## config.mk

```make
export PLATFORM = sky130hd
export DESIGN_NAME = decode_stage
export DESIGN_NICKNAME = d
export VERILOG_FILES = /design/src/rtl/decode_pkg.sv /design/src/rtl/decode_comb.sv /design/src/rtl/decode_stage.sv
export SDC_FILE = /design/constraint.sdc
export NUM_CORES = 1
export LEC_CHECK = 0
export ABC_AREA = 1
export ABC_CLOCK_PERIOD_IN_PS = 2200
export CAP_MARGIN = 20
export CORE_MARGIN = 2
export CORE_UTILIZATION = 53
export CTS_BUF_LIST = sky130_fd_sc_hd__clkbuf_8
export DETAILED_ROUTE_END_ITERATION = 8
export MAX_ROUTING_LAYER = met4
export PLACE_DENSITY_LB_ADDON = 0.05
export SYNTH_ARGS = -nofsm -noshare
export SYNTH_HDL_FRONTEND = slang
export SYNTH_HIERARCHICAL = 1
export SYNTH_SLANG_ARGS = --single-unit
```

## constraint.sdc

```tcl
create_clock -name clk -period 2.2 [get_ports clk]
set_clock_uncertainty 0.15 [all_clocks]
set_input_delay 0.33 -clock clk [delete_from_list [all_inputs] [get_ports clk]]
set_output_delay 0.33 -clock clk [all_outputs]
set_load 0.02 [all_outputs]
```

## src/rtl/decode_pkg.sv

```systemverilog
// Shared definitions for the instruction decode stage: class codes, one-hot
// bit positions, opcode width and the handshake FSM state type.
package decode_pkg;

    localparam int unsigned OPW = 23;

    localparam logic [3:0] CLS_BASE      = 4'd0;
    localparam logic [3:0] CLS_GRP1      = 4'd1;
    localparam logic [3:0] CLS_LIN_FIRST = 4'd2;
    localparam logic [3:0] CLS_LIN_LAST  = 4'd11;
    localparam logic [3:0] CLS_PAIR      = 4'd12;
    localparam logic [3:0] CLS_C13       = 4'd13;
    localparam logic [3:0] CLS_C14       = 4'd14;
    localparam logic [3:0] CLS_QUAD      = 4'd15;

    localparam logic [4:0] IDX_BASE = 5'd0;
    localparam logic [4:0] IDX_GRP1 = 5'd1;
    localparam logic [4:0] IDX_LIN  = 5'd5;
    localparam logic [4:0] IDX_PAIR = 5'd15;
    localparam logic [4:0] IDX_C13  = 5'd17;
    localparam logic [4:0] IDX_C14  = 5'd18;
    localparam logic [4:0] IDX_QUAD = 5'd19;

    typedef enum logic [1:0] {
        S_OPC,
        S_IMM,
        S_OUT
    } state_e;

endpackage

```

## src/rtl/decode_comb.sv

```systemverilog
// Purely combinational opcode decoder: class/sub fields to a 23-bit one-hot
// opcode plus an illegal flag (illegal bytes produce an all-zero one-hot).
module decode_comb
    import decode_pkg::*;
(
    input  logic [3:0]     cls,
    input  logic [1:0]     sub,
    output logic [OPW-1:0] onehot,
    output logic           illegal
);

    logic [4:0] idx;

    always_comb begin
        idx     = IDX_BASE;
        illegal = 1'b0;
        case (cls)
            CLS_BASE: idx = IDX_BASE;
            CLS_GRP1: idx = IDX_GRP1 + {3'b000, sub};
            CLS_PAIR: begin
                if (sub[1]) illegal = 1'b1;
                else        idx     = IDX_PAIR + {4'b0000, sub[0]};
            end
            CLS_C13:  idx = IDX_C13;
            CLS_C14:  idx = IDX_C14;
            CLS_QUAD: idx = IDX_QUAD + {3'b000, sub};
            // remaining classes CLS_LIN_FIRST..CLS_LIN_LAST map linearly
            default:  idx = IDX_LIN + ({1'b0, cls} - {1'b0, CLS_LIN_FIRST});
        endcase
        onehot = illegal ? '0 : (OPW'(1) << idx);
    end

endmodule

```

## src/rtl/decode_stage.sv

```systemverilog
// Byte-stream instruction decode stage: optional immediate byte per class,
// registered decoded outputs with valid/ready handshake and saturating counters.
module decode_stage
    import decode_pkg::*;
#(
    parameter int unsigned IW       = 8,
    parameter int unsigned CW       = 16,
    parameter logic [15:0] IMM_MASK = 16'h0000
) (
    input  logic           clk,
    input  logic           rst_n,
    input  logic           flush,
    input  logic           in_valid,
    input  logic [IW-1:0]  in_data,
    output logic           in_ready,
    output logic           out_valid,
    input  logic           out_ready,
    output logic [OPW-1:0] out_onehot,
    output logic [3:0]     out_rfield,
    output logic [IW-1:0]  out_imm,
    output logic           out_illegal,
    output logic [CW-1:0]  cnt_decoded,
    output logic [CW-1:0]  cnt_illegal
);

    state_e         state_q, state_d;
    logic [IW-1:0]  opc_q, opc_d;
    logic [OPW-1:0] onehot_q, onehot_d;
    logic [3:0]     rfield_q, rfield_d;
    logic [IW-1:0]  imm_q, imm_d;
    logic           illegal_q, illegal_d;
    logic [CW-1:0]  cnt_dec_q, cnt_dec_d;
    logic [CW-1:0]  cnt_ill_q, cnt_ill_d;

    logic [IW-1:0]  dec_src;
    logic [3:0]     dec_cls;
    logic [1:0]     dec_sub;
    logic [OPW-1:0] dec_onehot;
    logic           dec_illegal;
    logic           ready_c, valid_c, hs, acc;

    // While waiting for the immediate, the held opcode drives the decoder.
    assign dec_src = (state_q == S_IMM) ? opc_q : in_data;
    assign dec_cls = dec_src[IW-1 -: 4];
    assign dec_sub = dec_src[1:0];

    decode_comb u_decode_comb (
        .cls     (dec_cls),
        .sub     (dec_sub),
        .onehot  (dec_onehot),
        .illegal (dec_illegal)
    );

    always_comb begin
        state_d   = state_q;
        opc_d     = opc_q;
        onehot_d  = onehot_q;
        rfield_d  = rfield_q;
        imm_d     = imm_q;
        illegal_d = illegal_q;
        cnt_dec_d = cnt_dec_q;
        cnt_ill_d = cnt_ill_q;
        ready_c   = 1'b0;
        valid_c   = 1'b0;

        case (state_q)
            S_OPC:   ready_c = 1'b1;
            S_IMM:   ready_c = 1'b1;
            S_OUT: begin
                valid_c = 1'b1;
                ready_c = out_ready;
            end
            default: ready_c = 1'b0;
        endcase
        if (flush) begin
            valid_c = 1'b0;
            ready_c = 1'b0;
        end
        if (!rst_n) ready_c = 1'b0;

        hs  = valid_c & out_ready;
        acc = in_valid & ready_c;

        if (flush) begin
            state_d = S_OPC;
        end else begin
            if (hs) begin
                state_d   = S_OPC;
                cnt_dec_d = (&cnt_dec_q) ? cnt_dec_q : cnt_dec_q + 1'b1;
                if (illegal_q && !(&cnt_ill_q)) cnt_ill_d = cnt_ill_q + 1'b1;
            end
            // An accept in S_OUT only happens together with the handshake,
            // so the reload here overrides the S_OPC return above.
            if (acc) begin
                if (state_q == S_IMM) begin
                    onehot_d  = dec_onehot;
                    rfield_d  = opc_q[3:0];
                    imm_d     = in_data;
                    illegal_d = dec_illegal;
                    state_d   = S_OUT;
                end else if (IMM_MASK[dec_cls] && !dec_illegal) begin
                    opc_d   = in_data;
                    state_d = S_IMM;
                end else begin
                    onehot_d  = dec_onehot;
                    rfield_d  = in_data[3:0];
                    imm_d     = '0;
                    illegal_d = dec_illegal;
                    state_d   = S_OUT;
                end
            end
        end
    end

    always_ff @(posedge clk or negedge rst_n) begin
        if (!rst_n) begin
            state_q   <= S_OPC;
            opc_q     <= '0;
            onehot_q  <= '0;
            rfield_q  <= '0;
            imm_q     <= '0;
            illegal_q <= 1'b0;
            cnt_dec_q <= '0;
            cnt_ill_q <= '0;
        end else begin
            state_q   <= state_d;
            opc_q     <= opc_d;
            onehot_q  <= onehot_d;
            rfield_q  <= rfield_d;
            imm_q     <= imm_d;
            illegal_q <= illegal_d;
            cnt_dec_q <= cnt_dec_d;
            cnt_ill_q <= cnt_ill_d;
        end
    end

    assign in_ready    = ready_c;
    assign out_valid   = valid_c;
    assign out_onehot  = onehot_q;
    assign out_rfield  = rfield_q;
    assign out_imm     = imm_q;
    assign out_illegal = illegal_q;
    assign cnt_decoded = cnt_dec_q;
    assign cnt_illegal = cnt_ill_q;

endmodule

```

==> run metrics, run 1 <==
run status finished, final reports clean; CP Launch Type primary input; Post-synth top cells nand2_1 (192), nor2_1 (65), dfrtp_1 (61), nand3_1 (54), inv_1 (42); Synth Area per Inst 7.29 sq um; M1 wire length 4120 microns; total CTS buffers 9; Hold Slack 0.0293 ns; most used cell, CP clkdlybuf4s50_1; Final Hold Fails 0; synthesized instance count 549; Vias/cell 5.08; drt initial violations 197; Synth cell types 32; share of cells above drive strength 1 15.6%; routed wire length 9710 microns; DP HPWL 7010 microns; Final Cell Area 0.00518 sq mm; ys flop type dfrtp_1; reg-to-reg setup timing slack 0.40 ns; post-place setup slack -0.319 ns; TritonCTS clock tree done; Synth area leaders dfrtp_1 (38%), nand2_1 (18%), nand3_1 (6.8%); DR pass1 iterations 5; number of flops mapped to enable cells by yosys 0; Initial Utilization 54.9%; root buffer cell clkbuf_8; Power Dens Cells 588 mW/mm^2; critical-path maximum fanout 4; Ys Warns 6; H-Tree Depth 3; setup ws final 0.0550 ns; met3 routed WL 524 microns; Tot GR Track Use 24.8%; Worst Path Buf+Inv 2; Net count, final 670; routed wl met2 4870 microns; Vert. Die Dim 90.9 microns; Synth Cell Area 0.00400 sq mm; number of clock sinks 61; Slew Viols, Final 0; critical path required time 1.72 ns; fin crit period 2.14 ns; Final ANT Viol Nets 0; Async S/R FF share, synth 100%; CTS clock-pin slew for the worst setup and hold paths 0.08 ns; Critical Path Sink Type output pin; worst r2r path cells 8; crit path DAT 1.66 ns; Core Rows 31; first-pass GRT wire length 16200 microns; I/O Pins 83; WL/cell 12.9 microns; Crit Path Category primary input to output pin; cts hold-fix bufs 0; vias 3814; Syn-to-layout area delta 29.5%; highest metal used met4; Slowest Stage Delay on Critical Path 0.64 ns; initial antenna violation count 0; # setup viols final 0; Port-buffer cells 74; IR drop worst, VDD 0.316 mV; Placed Area 0.00492 sq mm; most frequent cell after synthesis nand2_1; Power Total 3050 uW; CP max-delay cell clkdlybuf4s50_1; final period utilization 97.5%; clk_lat worst skew 0.34 ns; sequential share of the synthesized area 38.1%; Critical R2R Capture out_onehot[12]; core area 0.00729 sq mm; clk buf depth 2; total gr overflow 0; diode count 0; total of max-cap violations 0; drt drc 0; worst r2r src state_q[1]; CP Cell Sequence clkdlybuf4s50_1 > nor2_1 > clkdlybuf4s50_1; fillers 633; Slew HR 47.9%; fmax 466 MHz; Yosys top cell area share 38.1%; Die Area 0.00826 sq mm; Routability Congestion 0.951; largest area contributor in the netlist dfrtp_1; vias in the first global route 3565; Worst Hold Class primary input to asynchronous set/reset pin; Die Width 90.9 microns; largest net degree at the start of global routing 62; number of synthesized register bits 61; Pleak 0.00253 uW; slew of the pin with the lowest slew margin 0.781 ns; cell family with most CP delay buffers and inverters
-- cell type report --
cell class                      instances  area [sq um]  area share [%]
Sequential cell                        61          1530            29.5
Clock inverter                          7          97.6            1.88
Inverter                               47           176            3.40
Timing Repair Buffer                  102           947            18.3
Tap cell                               99           124            2.39
Clock buffer                            9           124            2.39
Multi-Input combinational cell        426          2190            42.2
-- kinds of logic after synthesis --
| family | share of synthesized area (%) |
|---|---|
| buffers and inverters | 8.38 |
| XOR/XNOR | 3.06 |
| AO/OA/AOI/OAI | 2.66 |
| other | 0.0937 |
| flip-flops | 38.1 |
| adder cells (fa/ha/maj) | 3.13 |
| AND/OR/NAND/NOR | 44.5 |
-- worst max-delay path by stage --
| stage | startpoint | to | cells past startpoint |
|---|---|---|---|
| 2_1_floorplan | in_data[4] | out_onehot[15] | 11 |
| 3_3_place_gp | in_data[4] | out_onehot[4] | 12 |
| 3_5_place_dp | in_data[4] | out_onehot[1] | 12 |
| 4_1_cts | in_data[4] | out_onehot[1] | 12 |
| 5_1_grt | in_data[5] | out_onehot[0] | 13 |
| 6_report | flush | out_valid | 3 |
-- registers in the layout (all words and copies together) (netlist names) --
name,count
out_rfield,4
out_illegal,1
cnt_decoded,16
out_onehot,23
state_q,1
cnt_illegal,16
-- layer usage --
metal / global-route usage [%] / up-vias
met3: 3.42 / 19
met2: 41.1 / 128
met1: 30.1 / 1749
li1: - / 1918
met5: - / -
met4: 11.5 / 0
-- metrics by stage --
step | TNS [ns] | util (%) | cells
finish | 0 | 71.1 | 751
global route | -0.0225 | 71.1 | 751
CTS | 0 | 70.5 | 748
detailed placement | -6.16 | 67.5 | 732
global placement | -4.47 | 67.5 | 732
floorplan | 0 | - | 556
-- where the power goes --
part           leakage [uW]  total, uW  switching (uW)  internal [uW]
logic               0.00159        653             384            269
clock network      0.000106       1140             500            641
registers          0.000834       1250            65.0           1190
-- what timing repair did --
| action | 4_1_cts | 5_1_grt |
|---|---|---|
| gates cloned | 0 | 0 |
| hold endpoints to repair | 0 | 0 |
| resized for setup | 1 | 6 |
| setup endpoints to repair | 1 | 20 |
| pin swaps | 0 | 5 |
| buffers inserted | 0 | 3 |
-- cells in the final DEF (no fill, tap or decap), types with 3 or more instances in the layout --
master,instances
nor2_1,62
nand2_4,10
inv_1,42
inv_2,4
nand2_1,191
clkbuf_8,9
conb_1,8
nand3_1,52
buf_4,28
dfrtp_1,61
clkdlybuf4s50_1,71
nor2_4,6
xnor2_1,11
nor2_2,6
nand2_2,14
nand3_2,11
o21ai_0,12
ha_1,10
xor2_1,3
nand4_1,20
No activity file was read; power rests on OpenSTA's default activity.
==> run 2, diff against run 1 <==
--- a/config.mk
+++ b/config.mk
@@ -12,6 +12,7 @@
 export CORE_UTILIZATION = 53
 export CTS_BUF_LIST = sky130_fd_sc_hd__clkbuf_8
 export DETAILED_ROUTE_END_ITERATION = 8
+export GPL_TIMING_DRIVEN = 0
 export MAX_ROUTING_LAYER = met4
 export PLACE_DENSITY_LB_ADDON = 0.05
 export SYNTH_ARGS = -nofsm -noshare
==> run 2 against run 1 <==
Global-route usage grew 0.21 points; sequential share of layout area decreased by 0.41 points; non-clock buffer count fell by 3; die area unchanged; wire length is 1.3% higher; power is 3.5% higher; utilization increased by 1.0 points; critical path depth did not move; critical path type unchanged.
==> run metrics, run 2 (synthesis gave the netlist of run 1 again) <==
run status finished, final reports clean; post-place setup slack -0.500 ns (-0.181 ns); Slowest Stage Delay on Critical Path 0.64 ns (about the same); final period utilization 96.9% (-0.63 points); Net count, final 667 (-0.45%); first-pass GRT wire length 16600 microns (+2.0%); DR pass1 iterations 5 (unchanged); TritonCTS clock tree done; Pleak 0.00258 uW (+2.0%); Crit Path Category primary input to output pin; crit path DAT 1.65 ns (about the same); WL/cell 13.1 microns (+1.7%); # placed instances 728 (-0.55%); clk buf depth 2 (unchanged); Port-buffer cells 72 (-2.7%); Worst Path Buf+Inv 2 (unchanged); Routability Congestion 0.915 (-3.8%); slew of the pin with the lowest slew margin 0.614 ns (-0.167 ns); diode count 0 (unchanged); total CTS buffers 9 (unchanged); worst r2r src cnt_illegal[0]; commonest cells after routing, fill and taps aside nand2_1 (192), clkdlybuf4s50_1 (65), nor2_1 (64); max reg flops 23 (unchanged); DP HPWL 7140 microns (+1.9%); CTS clock-pin slew for the worst setup and hold paths 0.07 ns (about the same); Tot GR Track Use 25.0% (+0.21 points); vias 3796 (-0.47%); Slew Viols, Final 0 (unchanged); Vert. Die Dim 90.9 microns (unchanged); total of max-cap violations 0 (unchanged); HP Start out_ready; vias in the first global route 3645 (+2.2%); worst r2r path cells 7 (-1); Final ANT Viol Nets 0 (unchanged); Power Dens Cells 600 mW/mm^2 (+2.0%); largest net degree at the start of global routing 41 (-34%); Core Rows 31 (unchanged); Vias/cell 5.07 (about the same); reg-to-reg setup timing slack 0.27 ns (-0.13 ns); Final Instance Count excl. Fillers 748 (-0.40%); Die Area 0.00826 sq mm (unchanged); Die Width 90.9 microns (unchanged); Critical Path Sink Type output pin; Syn-to-layout area delta 31.3%; clk_lat worst skew 0.34 ns (about the same); Initial Utilization 54.9% (unchanged); CP Launch Type primary input; core area 0.00729 sq mm (unchanged); Final Hold Fails 0 (unchanged); CP Cell Sequence clkdlybuf4s50_1 > nor2_1 > clkdlybuf4s50_1; IR drop worst, VDD 0.415 mV (+32%); # setup viols final 0 (unchanged); drt initial violations 113 (-43%); drt drc 0 (unchanged); cell family with most CP delay buffers and inverters; initial antenna violation count 0 (unchanged); number of clock sinks 61 (unchanged); I/O Pins 83 (unchanged); total gr overflow 0 (unchanged); final design utilization 72.1% (+1.0 points); share of cells above drive strength 1 14.8% (-0.85 points); commonest non-fill, non-tap cell in the layout nand2_1; critical path required time 1.72 ns (about the same); Hold EP state_q[1]; root buffer cell clkbuf_8; routed wire length 9840 microns (+1.3%); setup ws final 0.0689 ns (+0.0138 ns); Critical R2R Capture cnt_illegal[3]; Slew HR 58.9% (+11 points); Cells on Worst Hold Path 2; most used cell, CP clkdlybuf4s50_1; fin crit period 2.13 ns (-0.0138 ns); fmax 469 MHz (+0.65%); CP max-delay cell clkdlybuf4s50_1; H-Tree Depth 3 (unchanged); Worst Hold Class primary input to flop; critical-path maximum fanout 4 (unchanged); RSZ-0062 raised after global routing false
-- run 2: changes by cell type in the layout (fill, tap and decap cells not counted), sizes merged, moves of 2 or more --
cell,change
buf,-4
clkdlybuf4s50,-6
dlygate4sd3,+2
dlymetal6s2s,+4
-- run 2: worst max-delay path by stage --
stage / from / to / slack, ns / depth (start not counted)
after floorplan: in_data[4] / out_onehot[15] / 0.42 / 11
after global placement: rst_n / in_ready / -2.71 / 5
after detailed placement: out_ready / in_ready / -0.50 / 5
after CTS: in_data[4] / out_onehot[7] / 0.002 / 12
after global routing: flush / out_valid / 0.03 / 3
final: flush / out_valid / 0.07 / 3
-- run 2: power breakdown --
| part | internal, uW | switching, uW |
|---|---|---|
| Combinational | 268 | 393 |
| Clock | 758 | 483 |
| Sequential | 1190 | 64.7 |
-- run 2: stage by stage --
step	total power [uW]	instance area (sq um)	hold slack [ns]	setup TNS, ns
after CTS	3150	5170	0.309	0
final	3150	5260	0.155	0
after detailed placement	1900	4890	0.191	-7.78
after floorplan	1650	4030	-0.116	0
after global placement	1880	4870	0.306	-140.39
after global routing	3290	5260	0.167	0
-- run 2: cell type report --
class,instances,area [sq um]
Buffer,22,163
Clock buffer,9,124
Clock inverter,7,124
Fill cell,631,2040
Inverter,47,176
Multi-Input combinational cell,426,2210
Sequential cell,61,1530
Tap cell,99,124
Timing Repair Buffer,77,805
-- run 2: repair_timing --
item / 4_1_cts / 5_1_grt
setup buffers: 0 / 1
setup endpoints to repair: 8 / 24
hold buffers: 2 / 0
endpoints found under the hold margin: 21 / 0
pin swaps: 0 / 6
gates resized for setup: 7 / 13
-- run 2: per-layer routing --
| layer | vias to the layer above | GRT usage (%) | wire [microns] | part of all wire [%] |
|---|---|---|---|---|
| li1 | 1909 | - | - | - |
| met1 | 1772 | 29.7 | 4100 | 42 |
| met2 | 108 | 44.2 | 5150 | 52 |
| met3 | 7 | 4.26 | 531 | 5.4 |
| met4 | 0 | 6.44 | 51 | 0.52 |
| met5 | - | - | 0 | 0 |
==> run 3, diff against run 2 <==
--- a/config.mk
+++ b/config.mk
@@ -9,12 +9,12 @@
 export ABC_CLOCK_PERIOD_IN_PS = 2200
 export CAP_MARGIN = 20
 export CORE_MARGIN = 2
-export CORE_UTILIZATION = 53
-export CTS_BUF_LIST = sky130_fd_sc_hd__clkbuf_8
+export CORE_UTILIZATION = 52
+export CTS_BUF_LIST = sky130_fd_sc_hd__clkbuf_16
 export DETAILED_ROUTE_END_ITERATION = 8
 export GPL_TIMING_DRIVEN = 0
 export MAX_ROUTING_LAYER = met4
-export PLACE_DENSITY_LB_ADDON = 0.05
+export PLACE_DENSITY = 0.84
 export SYNTH_ARGS = -nofsm -noshare
 export SYNTH_HDL_FRONTEND = slang
 export SYNTH_HIERARCHICAL = 1
==> run 3 against run 2 <==
Die area is 1.8% higher; clock power is 23% higher; critical path type is now primary input to flop; critical endpoint is now out_onehot[10]; maximum frequency is 0.36% higher.
==> run metrics, run 3 (synthesis gave the netlist of run 1 again) <==
routed wire length 10000 microns (+1.6%); TritonCTS clock tree done; CTS clock-pin slew for the worst setup and hold paths 0.06 ns (about the same); Slew Viols, Final 0 (unchanged); diode count 0 (unchanged); total CTS buffers 9 (unchanged); Worst Hold Class primary input to asynchronous set/reset pin; critical path required time 2.32 ns (+0.60 ns); Final Hold Fails 0 (unchanged); final period utilization 96.5% (-0.35 points); Die Area 0.00842 sq mm (+1.8%); worst r2r path cells 8 (+1); Routability Congestion 0.927 (+1.3%); largest net degree at the start of global routing 39 (-4.9%); # placed instances 728 (unchanged); Fin Setup TNS 0 ns (unchanged); clk buf depth 2 (unchanged); Die Width 91.7 microns (+0.92%); clk_lat worst skew 0.33 ns (about the same); max reg flops 23 (unchanged); Critical R2R Capture cnt_illegal[3]; fin crit period 2.12 ns (-0.00766 ns); initial antenna violation count 0 (unchanged); number of clock sinks 61 (unchanged); total of max-cap violations 0 (unchanged); DR pass1 iterations 6 (+1); core area 0.00737 sq mm (+1.1%); CP Launch Type primary input; run status finished, final reports clean; Final Instance Count excl. Fillers 753 (+0.67%); H-Tree Depth 3 (unchanged); Initial Utilization 54.3% (-0.58 points); Vert. Die Dim 91.7 microns (+0.92%); Vias/cell 5.23 (+3.0%); Syn-to-layout area delta 34.7%; # setup viols final 0 (unchanged); fillers 548 (-13%); Tot GR Track Use 25.5% (+0.47 points); WL/cell 13.3 microns (+0.95%); share of cells above drive strength 1 15.9% (+1.1 points); root buffer cell clkbuf_16; Final ANT Viol Nets 0 (unchanged); Slew HR 59.5% (+0.62 points); Core Rows 31 (unchanged); reg-to-reg setup timing slack 0.29 ns (+0.02 ns); I/O Pins 83 (unchanged); Net count, final 672 (+0.75%); fmax 471 MHz (+0.36%); slew of the pin with the lowest slew margin 0.605 ns (-0.00931 ns); Critical Path Sink Type flop; total gr overflow 0 (unchanged); drt initial violations 233 (+110%); worst r2r src cnt_illegal[0]; drt drc 0 (unchanged); crit path DAT 2.24 ns (+0.59 ns); critical-path maximum fanout 5 (+1); IR drop worst, VDD 0.454 mV (+9.5%); Multi-input gate area 0.00220 sq mm (-0.51%); first-pass GRT wire length 17000 microns (+2.6%); Port-buffer cells 72 (unchanged); vias in the first global route 3699 (+1.5%); Pleak 0.00263 uW (+1.9%); Crit Path Category primary input to flop; vias 3937 (+3.7%); FF+latch area 0.00153 sq mm (unchanged); commonest cells after routing, fill and taps aside nand2_1 (191), clkdlybuf4s50_1 (67), nor2_1 (63); DP HPWL 6890 microns (-3.6%); commonest non-fill, non-tap cell in the layout nand2_1; Power Dens Cells 640 mW/mm^2 (+6.7%)
## run 3: how the worst max path moves through the flow
stage | end | startpoint | depth (start not counted) | slack [ns]
after floorplan | out_onehot[15] | in_data[4] | 11 | 0.42
after global placement | in_ready | rst_n | 5 | -2.73
after detailed placement | in_ready | rst_n | 6 | -0.73
after CTS | out_onehot[3] | in_data[4] | 12 | 0.02
after global routing | out_onehot[13] | in_data[5] | 13 | -0.02
final | out_onehot[10] | in_data[5] | 13 | 0.08
## run 3: metal layers
metal,vias up,part of all wire [%],GRT usage (%)
met5,-,0,-
met3,26,5.9,4.11
met2,150,50,43.4
met4,0,1.5,8.71
met1,1836,42,30.9
li1,1925,-,-
## run 3: power breakdown
part / internal (uW) / leakage [uW] / switching, uW
Clock: 994 / 0.000152 / 527
Sequential: 1190 / 0.000834 / 64.8
Combinational: 282 / 0.00164 / 393
Total: 2460 / 0.00263 / 985
## run 3: cell type report
cell class / instances / area share (%)
multi-input cells: 426 / 40.9
flip-flops and latches: 61 / 28.3
repair buffers: 82 / 16.2
clock buffers: 9 / 4.18
inverters: 47 / 3.27
plain buffers: 22 / 3.02
well taps: 99 / 2.30
clock inverters: 7 / 1.81
## run 3: per-stage QoR
step / hold slack (ns) / utilization, % / power (uW) / area (sq um) / setup WS (ns)
floorplan: -0.116 / - / 1650 / 4030 / 0.424
global placement: 0.305 / 66.1 / 1880 / 4870 / -2.73
detailed placement: 0.197 / 66.3 / 1890 / 4890 / -0.727
CTS: 0.0621 / 72.2 / 3450 / 5320 / 0.0182
global route: 0.0861 / 73.2 / 3600 / 5390 / -0.0156
finish: 0.0619 / 73.2 / 3450 / 5390 / 0.0765
## run 3: critical path, cell delays in order
cell and delay (ns):
clkdlybuf4s50_1 0.52, inv_1 0.07, ha_1 0.24, inv_2 0.11
nand2_2 0.09, nand2_2 0.12, nand2_2 0.08, nand2_1 0.13
nand2_4 0.09, buf_4 0.16, nor2_1 0.12, nand3_1 0.09
nand2_1 0.08
## run 3: what timing repair did
item | in CTS | in global routing
setup buffers | 1 | 2
setup endpoints to repair | 5 | 24
gates cloned | 0 | 0
gates resized for setup | 9 | 13
hold buffers | 5 | 0
pin swaps | 1 | 5
hold endpoints to repair | 48 | 0
==> RTL change (config.mk and constraints of run 2) <==
`CW`: 16 -> 17.
--- a/src/rtl/decode_stage.sv
+++ b/src/rtl/decode_stage.sv
@@ -6,3 +6,3 @@
     parameter int unsigned IW       = 8,
-    parameter int unsigned CW       = 16,
+    parameter int unsigned CW       = 17,
     parameter logic [15:0] IMM_MASK = 16'h0000
Ports: changed (resized cnt_decoded and cnt_illegal); port bits go from 83 to 85. The function was not compared with the original's and may differ.
==> RTL change against run 2 <==
- the run now ends with hold timing left
- power rose by 3.6%
- worst setup slack improved by 0.045 ns
- critical path depth rose by 8
- sequential cell count rose by 2
- wire length fell by 12%
- design area fell by 3.4%
- synthesized area fell by 3.4%
- cell count fell by 6.4%
- die area fell by 3.3%
- first-iteration DRC count rose by 11%
==> RTL change: results (changes against run 2) <==
met2 usage - 36.1% (-8.1 points)
global placement routability congestion - 0.900 (-1.7%)
vias in the first global route - 3102 (-15%)
fraction of layout cells with a size suffix above 1 - 17.3% (+2.5 points)
pre-CTS setup slack - -0.569 ns (-0.0687 ns)
Arr. time, crit path - 2.15 ns (+0.50 ns)
outcome - complete, but fails checks
top cells by count, synth - nand2_1 (151), dfrtp_1 (63), nand3_1 (54), inv_1 (53), nor2_1 (50)
Worst IR Drop VDD - 0.388 mV (-6.6%)
Worst Hold Class - input pin to async pin
number of clock-tree buffers in the layout - 11 (+2)
Layout non-clock buf frac - 18.8% (+0.38 points)
Worst Path Max Fanout - 5 (+1)
Filler Cells Inserted - 610 (-3.3%)
post-layout net count - 621 (-6.9%)
multi-input combinational area share - 39.4% (-2.7 points)
Initial DRC Count - 125 (+11%)
final hold vios - 63 (+63)
violated checks - hold timing
Non-Clock Buffer Count - 100 (+1.0%)
Hold WS - -0.282 ns (-0.437 ns)
Critical Path Sink Type - flop
unique cell type count in the Yosys netlist - 31 (-3.1%)
met1 usage - 28.5% (-1.2 points)
RR Endpoint - cnt_decoded[5]$_DFFE_PN0P_
routed wire length - 8.61 mm (-12%)
RR Startpoint - cnt_decoded[0]$_DFFE_PN0P_
Reg area - 1580 µm² (+3.3%)
synthesized flop and latch total - 63 (+3.3%)
largest net degree at the start of global routing - 65 (+59%)
gr usage total - 22.6% (-2.4 points)
Multi-In Gates - 365 (-14%)
met3 routed WL - 359 µm (-32%)
Worst R2R Path Depth - 11 (+4)
routing usage on met3 - 4.52% (+0.27 points)
Vias/cell - 4.92 (-3.0%)
Clock-cell share - 4.09% (-0.62 points)
Pre-antenna DRT Iters - 4 (-1)
Post-Synth Adder-Cell Area - 3.88% (+0.76 points)
buffers added on ports - 73 (+1.4%)
crit start category - flop
-- RTL change: cell count changes after synthesis, moves of 4 or more --
cell,run 2,this run
inv_1,42,53
nand2_1,192,151
nand2_2,13,5
nand4_1,20,10
nor2_1,65,50
nor2_2,3,9
o21ai_0,12,7
xnor2_1,11,7
xor2_1,3,9
-- RTL change: cell families (layout without fill, tap and decap cells) --
group                    after synthesis  after routing
adder cells (fa/ha/maj)               12             12
AND/OR/NAND/NOR                      313            314
AO/OA/AOI/OAI                         15             15
other                                  1              8
buffers and inverters                 78            173
XOR/XNOR                              16             16
flip-flops                            63             63
-- RTL change: through the flow --
step / TNS (ns) / instance area, µm² / hold slack, ns / util, % / power (mW)
2_1_floorplan: 0 / 3890 / -0.116 / - / 1.85
3_3_place_gp: -149.06 / 4750 / 0.305 / 66.2 / 2.16
3_5_place_dp: -7.32 / 4740 / 0.308 / 66.1 / 2.19
4_1_cts: 0 / 4960 / -0.218 / 69.1 / 3.24
5_1_grt: -0.0110 / 5080 / -0.261 / 70.8 / 3.43
6_report: 0 / 5080 / -0.282 / 70.8 / 3.26
-- RTL change: critical path, cell delays in order, from the launching register on --
cell and delay [ns]:
dfrtp_1 0.38, ha_2 0.21, nand2_1 0.10, nor2_4 0.15, nand3_1 0.09, nor3_2 0.16
ha_2 0.22, inv_1 0.06, nand3_4 0.12, nor2_4 0.06, buf_4 0.13, xor2_1 0.13
-- RTL change: report_power, final --
group	switching, mW	leakage [nW]	total, mW	internal, mW
Sequential	0.0897	0.826	1.35	1.26
Combinational	0.490	1.66	0.863	0.372
Clock	0.467	0.105	1.05	0.583
-- RTL change: repair_timing --
action / in CTS / in global routing
gates resized for setup: 5 / 21
pin swaps: 0 / 9
setup endpoints to repair: 1 / 50
cloned: 0 / 1
endpoints found under the hold margin: 63 / 63
setup buffers: 0 / 6
